$ cat src/rtl/l1_arb_pkg.sv
// l1_arb_pkg: shared types and widths for the L1 request arbiter
package l1_arb_pkg;
  localparam int ADDR_W = 32;
  localparam int DATA_W = 32;
  localparam int STRB_W = 4;
  typedef enum logic [0:0] {IDLE = 1'b0, BUSY = 1'b1} arb_state_e;
  typedef struct packed {
    logic              we;
    logic [ADDR_W-1:0] addr;
    logic [DATA_W-1:0] wdata;
    logic [STRB_W-1:0] wstrb;
  } cache_req_t;
endpackage

$ cat src/rtl/l1_req_arbiter_rr_pick.sv
// rr_pick: combinational round-robin pick, searching upward from rr_ptr with wrap
module rr_pick #(
  parameter int N  = 2,
  parameter int IW = $clog2(N)
) (
  input  logic [N-1:0]  req,
  input  logic [IW-1:0] rr_ptr,
  output logic [N-1:0]  gnt,
  output logic [IW-1:0] gnt_idx
);
  logic [2*N-1:0] rot;
  logic [IW-1:0]  off;
  logic [IW:0]    sum;
  // rotating the doubled vector puts rr_ptr at bit 0, so the lowest set bit is the winner's distance
  always_comb begin
    rot = {req, req} >> rr_ptr;
    off = '0;
    for (int k = N - 1; k >= 0; k--) if (rot[k]) off = IW'(k);
    sum = {1'b0, rr_ptr} + {1'b0, off};
    gnt_idx = (sum >= (IW + 1)'(N)) ? IW'(sum - (IW + 1)'(N)) : sum[IW-1:0];
    gnt = (|req) ? (N'(1) << gnt_idx) : '0;
  end
endmodule

$ cat src/rtl/l1_req_arbiter.sv
// l1_req_arbiter: round-robin share of the L1 CPU-side port, one transaction in flight, with watchdog abort
module l1_req_arbiter
  import l1_arb_pkg::*;
#(
  parameter int NUM_REQ        = 2,
  parameter int TIMEOUT_CYCLES = 1024
) (
  input  logic                       clk,
  input  logic                       rst_n,
  input  logic [NUM_REQ-1:0]         rq_valid,
  output logic [NUM_REQ-1:0]         rq_ready,
  input  logic [NUM_REQ-1:0]         rq_we,
  input  logic [NUM_REQ*ADDR_W-1:0]  rq_addr,
  input  logic [NUM_REQ*DATA_W-1:0]  rq_wdata,
  input  logic [NUM_REQ*STRB_W-1:0]  rq_wstrb,
  output logic [NUM_REQ-1:0]         rs_valid,
  output logic [DATA_W-1:0]          rs_rdata,
  output logic                       rs_err,
  output logic                       cache_req_valid,
  output logic                       cache_req_we,
  output logic [ADDR_W-1:0]          cache_req_addr,
  output logic [DATA_W-1:0]          cache_req_wdata,
  output logic [STRB_W-1:0]          cache_req_wstrb,
  input  logic                       cache_resp_valid,
  input  logic [DATA_W-1:0]          cache_resp_rdata,
  input  logic                       cache_resp_stall,
  output logic [31:0]                timeout_count
);
  localparam int IW = $clog2(NUM_REQ);
  localparam int TW = (TIMEOUT_CYCLES > 0) ? $clog2(TIMEOUT_CYCLES + 1) : 1;
  localparam logic [TW-1:0] TO_LAST = TW'((TIMEOUT_CYCLES > 0) ? TIMEOUT_CYCLES - 1 : 0);
  arb_state_e         state;
  logic [IW-1:0]      rr_ptr, win_idx, gnt_q;
  logic [NUM_REQ-1:0] win;
  logic [TW-1:0]      to_cnt;
  cache_req_t         req_q, req_d;
  logic               accept, resp_hit, to_hit;
  rr_pick #(.N(NUM_REQ), .IW(IW)) u_pick (
    .req     (rq_valid),
    .rr_ptr  (rr_ptr),
    .gnt     (win),
    .gnt_idx (win_idx)
  );
  // rst_n gating keeps ready low while reset is held, even though state already reads IDLE
  assign rq_ready = (rst_n && state == IDLE && !cache_resp_stall) ? win : '0;
  assign accept   = |(rq_valid & rq_ready);
  assign resp_hit = (state == BUSY) && cache_resp_valid;
  assign to_hit   = (TIMEOUT_CYCLES != 0) && (state == BUSY) && !cache_resp_valid && (to_cnt == TO_LAST);
  always_comb begin
    req_d = '0;
    for (int i = 0; i < NUM_REQ; i++)
      if (win_idx == IW'(i))
        req_d = '{we: rq_we[i], addr: rq_addr[ADDR_W*i +: ADDR_W],
                  wdata: rq_wdata[DATA_W*i +: DATA_W], wstrb: rq_wstrb[STRB_W*i +: STRB_W]};
  end
  assign cache_req_valid = (state == BUSY);
  assign cache_req_we    = req_q.we;
  assign cache_req_addr  = req_q.addr;
  assign cache_req_wdata = req_q.wdata;
  assign cache_req_wstrb = req_q.wstrb;
  always_ff @(posedge clk or negedge rst_n) begin
    if (!rst_n) begin
      state         <= IDLE;
      rr_ptr        <= '0;
      gnt_q         <= '0;
      req_q         <= '0;
      to_cnt        <= '0;
      rs_valid      <= '0;
      rs_rdata      <= '0;
      rs_err        <= 1'b0;
      timeout_count <= '0;
    end else begin
      rs_valid <= (resp_hit || to_hit) ? (NUM_REQ'(1) << gnt_q) : '0;
      if (state == IDLE) begin
        if (accept) begin
          state  <= BUSY;
          gnt_q  <= win_idx;
          req_q  <= req_d;
          to_cnt <= '0;
          rr_ptr <= (win_idx == IW'(NUM_REQ - 1)) ? '0 : win_idx + 1'b1;
        end
      end else begin
        to_cnt <= to_cnt + 1'b1;
        if (resp_hit) begin
          state    <= IDLE;
          rs_rdata <= cache_resp_rdata;
          rs_err   <= 1'b0;
        end else if (to_hit) begin
          state    <= IDLE;
          rs_rdata <= '0;
          rs_err   <= 1'b1;
          if (timeout_count != '1) timeout_count <= timeout_count + 1'b1;
        end
      end
    end
  end
endmodule

$ cat config.mk
export PLATFORM = sky130hd
export DESIGN_NAME = l1_req_arbiter
export DESIGN_NICKNAME = d
export VERILOG_FILES = /design/src/rtl/l1_arb_pkg.sv /design/src/rtl/l1_req_arbiter_rr_pick.sv /design/src/rtl/l1_req_arbiter.sv
export SDC_FILE = /design/constraint.sdc
export NUM_CORES = 1
export LEC_CHECK = 0
export BUFFER_PORTS_ARGS = -buffer_cell sky130_fd_sc_hd__clkbuf_2
export CELL_PAD_IN_SITES_DETAIL_PLACEMENT = 1
export CELL_PAD_IN_SITES_GLOBAL_PLACEMENT = 1
export CORE_ASPECT_RATIO = 0.8
export CORE_UTILIZATION = 35
export DETAILED_ROUTE_END_ITERATION = 12
export GPL_ROUTABILITY_DRIVEN = 1
export PLACE_DENSITY = 0.81
export SYNTH_ARGS = -nofsm -noshare
export SYNTH_HDL_FRONTEND = slang
export SYNTH_HIERARCHICAL = 1
export SYNTH_SLANG_ARGS = --single-unit
export TNS_END_PERCENT = 30
$ cat constraint.sdc
create_clock -name clk -period 2.4 [get_ports clk]
set_input_delay 0.48 -clock clk [delete_from_list [all_inputs] [get_ports clk]]
set_output_delay 0.48 -clock clk [all_outputs]
set_load 0.05 [all_outputs]
-- Word level (Yosys, flattened, before mapping)
Index checks and enable logic that the tools add are counted.
- register bits after elaboration: 150
- equality and inequality tests: 2
- magnitude comparators: 1
- reductions and logical operators: 15
- muxes and demuxes: 18
- bitwise operators: 3
- add/subtract/negate cells: 5
- shift-type cells: 3
- operators with widths (cell ; count):
    69-bit two-way mux ; 1
    32-bit two-way mux ; 2
    32-bit by 1-bit adder with 32-bit output, second input constant ; 1
    32-bit inequality test, second input constant ; 1
    11-bit two-way mux ; 2
    11-bit by 1-bit adder with 11-bit output, second input constant ; 1
    11-bit by 10-bit equality test with 1-bit output, second input constant ; 1
    1-bit two-way mux ; 10
    2-bit two-way mux ; 3
    1-bit logical AND ; 5
    2-bit AND reduction ; 2
    4-bit AND reduction ; 1
    2-bit nonzero test ; 2
    2-bit OR reduction ; 2
    1-bit by 1-bit left shift with 2-bit output, first input constant ; 2
    4-bit by 1-bit right shift with 2-bit output ; 1
    1-bit by 1-bit adder with 2-bit output ; 1
    2-bit AND ; 1
    2-bit greater-or-equal comparator, second input constant ; 1
    1-bit zero test ; 2
    1-bit inverter ; 2
    1-bit adder, second input constant ; 1
    1-bit logical OR ; 1
    1-bit subtractor, second input constant ; 1

-- Depth between registers and ports, before layout
- word-level depth: 13
- gate-level depth with buffers: 9

-- Modules after synthesis
Netlist, hierarchy kept.
- modules (own cells, without submodules) (module ; area each (µm²) ; cells an instance ; times used):
    l1_req_arbiter ; 6645.1 ; 595 ; 1
    rr_pick ; 27.5 ; 4 ; 1

-- Least setup slack after synthesis
OpenSTA, ideal clock, no wires.
- path kind: reg-to-reg
- start: register timeout_count[0]
- end: register timeout_count[22]
- arrival time: 2.136 ns
- buffers on the path: 0
- clock period less this slack: 2.278 ns
- cell stages (with the launch flop): 7
- path slack: 0.122 ns
- data required time: 2.258 ns
- library setup time: 0.142 ns
- cells stage by stage: dfrtp_1 > ha_1 > nand3_4 > or3_4 > a211oi_4 > nand3_1 > xnor2_1
- cells in the longest elaborated chain, start to end: 2
- RTL lines (item ; line ; source):
    start, declared ; l1_req_arbiter.sv:27 ; output logic [31:0] timeout_count
    start signal, assigned ; l1_req_arbiter.sv:92 ; if (timeout_count != '1) timeout_count <= timeout_count + 1'b1;
    branches (longest 2 deep; another with 32-bit by 1-bit adder with 32-bit output) ; n/a ;
Several ways; the timed one is not identified.
A chain may end at the register's enable or synchronous reset.

-- Worst setup path in the final report
- start: register state (netlist: cache_req_valid)
- end: output rq_ready[0]
- cells in the longest elaborated chain, start to end: 4
- RTL lines (item ; line ; source):
    start, declared ; l1_req_arbiter.sv:32 ; arb_state_e state;
    start signal, assigned ; l1_req_arbiter.sv:63 ; state <= IDLE;
    start signal, assigned ; l1_req_arbiter.sv:76 ; state <= BUSY;
    start signal, assigned ; l1_req_arbiter.sv:85 ; state <= IDLE;
    1-bit inverter (no source line) ; n/a ;
    1-bit logical AND (2 in a row) ; l1_req_arbiter.sv:45 ; assign rq_ready = (rst_n && state == IDLE && !cache_resp_stall) ? win : '0;
    2-bit two-way mux ; l1_req_arbiter.sv:45 ;
    end, declared ; l1_req_arbiter.sv:11 ; output logic [NUM_REQ-1:0] rq_ready,
Every way passes these cells.

==> flow_metrics.env <==
export IMPL_initial_core_util=0.3629
export IMPL_period_share=0.9111
export IMPL_worstPathMaxFanout=5
export IMPL_rsz0062_at_grt="false"
export IMPL_initialDrtViolationCount=236
export IMPL_wl_per_cell_um=17.82
export IMPL_route_antenna_remaining_nets=0
export IMPL_ys_types=42
export IMPL_ys_seq_elements=150
export IMPL_grt_pass1_wl_um=33500
export IMPL_synthCells=599
export IMPL_cp_data_arrival_time_ns=1.71
export IMPL_clockBufferDepth=2
export IMPL_cts_root_buf="clkbuf_16"
export IMPL_hp_class="input port to async pin"
export IMPL_critPathCaptureType="output port"
export IMPL_area_growth_synth_to_final_pct=39.04
export IMPL_clock_sinks=150
export IMPL_tightest_slew_ns=0.9020
export IMPL_period_minus_slack_ns=2.187
export IMPL_dr_pass1_iters=4
export IMPL_io_pins=315
export IMPL_required_ns=1.92
export IMPL_die_h_um=125.5
export IMPL_drc=0
export IMPL_whs_ns=0.1084
export IMPL_startpoint_type="register"
export IMPL_max_cap_violations=0
export IMPL_setup_worst_path_start="cache_req_valid$_DFF_PN0_"
export IMPL_portBuffers=314
export IMPL_cts_tree="done"
export IMPL_numCtsBuffers=17
export IMPL_setup_violations=0
export IMPL_vias_per_cell=5.009
export IMPL_h_tree_depth=4
export IMPL_cts_resized=1
export IMPL_power_density_nw_per_um2=1370
export IMPL_clock_skew_ns=0.01651
export IMPL_synth_nets=777
export IMPL_seq_area_frac_synth=0.5625
export IMPL_final_hold_violation_count=0
export IMPL_syn_area_um2=6673
export IMPL_coreArea_um2=18390
export IMPL_antenna_found_initial=1
export IMPL_grt_util_all_layers=0.2198
export IMPL_status="finished clean"
export IMPL_r2r_start="to_cnt[0]$_DFFE_PN0P_"
export IMPL_routabilityCongestion=0.7402
export IMPL_dp_hpwl_um=15220
export IMPL_cts_hold_buf=0
export IMPL_die_w_um=156.4
export IMPL_worst_setup_path_type="register to output port"
export IMPL_rows=44
export IMPL_postCtsSetupBuffers=0
export IMPL_fp_dieArea_um2=19620
export IMPL_leakage_uw=0.004967
export IMPL_grt_ovfl_total=0
export IMPL_grt_pass1_vias=6270
export IMPL_synthTopCellsByArea="dfrtp_1 56%, mux2i_1 11%, o21ai_0 5.8%"
export IMPL_drive_gt1_frac=0.4137
export IMPL_routed_via_count=5885
export IMPL_synth_flop_cell="dfrtp_1"
export IMPL_clkTransAtPathRegs_ns=0.08
export IMPL_wirelength_um=20940
export IMPL_synthArstFlopShare=1.000
export IMPL_syn_area_per_cell_um2=11.14
export IMPL_drv_slew=0
export IMPL_clock_latency_ns=0.42
export IMPL_fmax_mhz=457.3
export IMPL_finalSetupTns_ns=0
export IMPL_grt_max_degree=151
export IMPL_ir_worst_vdd_uv=574.0
export IMPL_fillers=2157
export IMPL_slew_headroom=0.3987
export IMPL_finalNetCount=1086
export IMPL_ys_warn_count=6
export IMPL_synth_top_area_cell="dfrtp_1"
export IMPL_synth_top_cell_area_share=0.5625
export IMPL_synth_edf_count=0
[power by group]
part	switching [uW]	internal, uW
registers	546	3420
clock network	1200	1790
logic	4330	1410
total	6080	6620
[cells in the final DEF, fill, tap and decap left out, types with 3 or more instances in the layout]
master,count
o31ai_1,5
clkbuf_16,17
a21oi_1,3
and3_1,5
mux2_2,4
xnor2_1,17
mux2i_1,70
or4_1,3
o21ai_0,77
inv_1,3
a22o_1,33
buf_4,7
buf_12,7
nor3_1,3
nand4_2,5
xor2_1,9
and2_1,6
inv_6,4
nor3_2,4
dfrtp_1,150
nand2_1,89
nor2_1,14
and4_1,6
clkinv_4,3
inv_8,3
bufinv_16,4
nand4_1,9
clkbuf_2,311
nand3_1,25
[cells by family after synthesis]
family / share of synthesized area
AO/OA/AOI/OAI: 0.1228
AND/OR/NAND/NOR: 0.1397
flip-flops: 0.5625
XOR/XNOR: 0.03413
multiplexers: 0.1118
buffers and inverters: 0.02363
adder cells (fa/ha/maj): 0.005437
[sequential cells by signal, summed over array words and instances, names as in the netlist, 2 cells and up]
name             count
timeout_count       32
rs_rdata            32
cache_req_addr      32
to_cnt              11
cache_req_wstrb      4
rs_valid             2
cache_req_wdata     32
[metrics by stage]
stage	cell area (um2)	power, uW	instances	setup slack [ns]	utilization
after floorplan	6673	8094	599	0.1223	-
after global placement	8613	9589	1142	0.3288	0.4684
after detailed placement	8613	9788	1142	0.2574	0.4684
after CTS	9275	12850	1174	0.1921	0.5044
after global routing	9278	13300	1175	0.1324	0.5046
final	9278	12710	1175	0.2134	0.5046
[synthesized netlist by cell type, types with 2 or more instances]
| master | n |
|---|---|
| nor2b_1 | 2 |
| o21ai_0 | 77 |
| and3_1 | 5 |
| and2_1 | 6 |
| nand4_2 | 5 |
| buf_2 | 6 |
| nor3_2 | 4 |
| ha_1 | 2 |
| and4_1 | 6 |
| nor3_1 | 3 |
| nand4_1 | 9 |
| dfrtp_1 | 150 |
| o21a_1 | 2 |
| o211ai_1 | 2 |
| mux2i_1 | 70 |
| o31ai_1 | 5 |
| xnor2_1 | 17 |
| a22o_1 | 33 |
| inv_1 | 3 |
| nor2_1 | 14 |
| nand2_1 | 90 |
| nand3_1 | 25 |
| clkbuf_1 | 27 |
| buf_1 | 2 |
| a31oi_1 | 2 |
| or4_1 | 3 |
| xor2_1 | 9 |
| mux2_2 | 4 |
| a21oi_1 | 3 |
[worst max-delay path, cell delays in order, from the launching register on]
cell and delay, ns:
dfrtp_1 0.47, nor3b_2 0.43, and2_1 0.24, buf_12 0.15
[routing by layer]
metal,routed length [um],global-route usage,up-vias
met2,10830,0.3944,201
li1,-,-,2749
met4,310,0.07093,0
met5,0,0,-
met3,1223,0.04749,31
met1,8573,0.2596,2904
[final cells by class]
type	count	area (um2)	share of cell area
antenna	1	2.502	0.0002697
clock buffer	17	425.4	0.04585
clock inverter	15	231.5	0.02495
inverter	3	11.26	0.001214
multi-input combinational	410	2776	0.2993
sequential	150	3754	0.4046
tap	253	316.6	0.03412
timing repair buffer	326	1760	0.1898
[final timing paths]
path | slack, ns | end | depth (start not counted)
worst min register to register | 0.48 | cache_req_wdata[20]$_DFFE_PN0P_ | 2
worst max-delay path | 0.21 | rq_ready[0] | 3
min in group clk | 0.28 | rs_rdata[0]$_DFFE_PN0P_ | 2
worst max register to register | 0.26 | timeout_count[15]$_DFFE_PN0P_ | 6
worst min-delay path | 0.11 | rs_rdata[19]$_DFFE_PN0P_ | 2
max in group asynchronous | 1.54 | cache_req_addr[5]$_DFFE_PN0P_ | 2
Power figures use the tool's default switching activity.
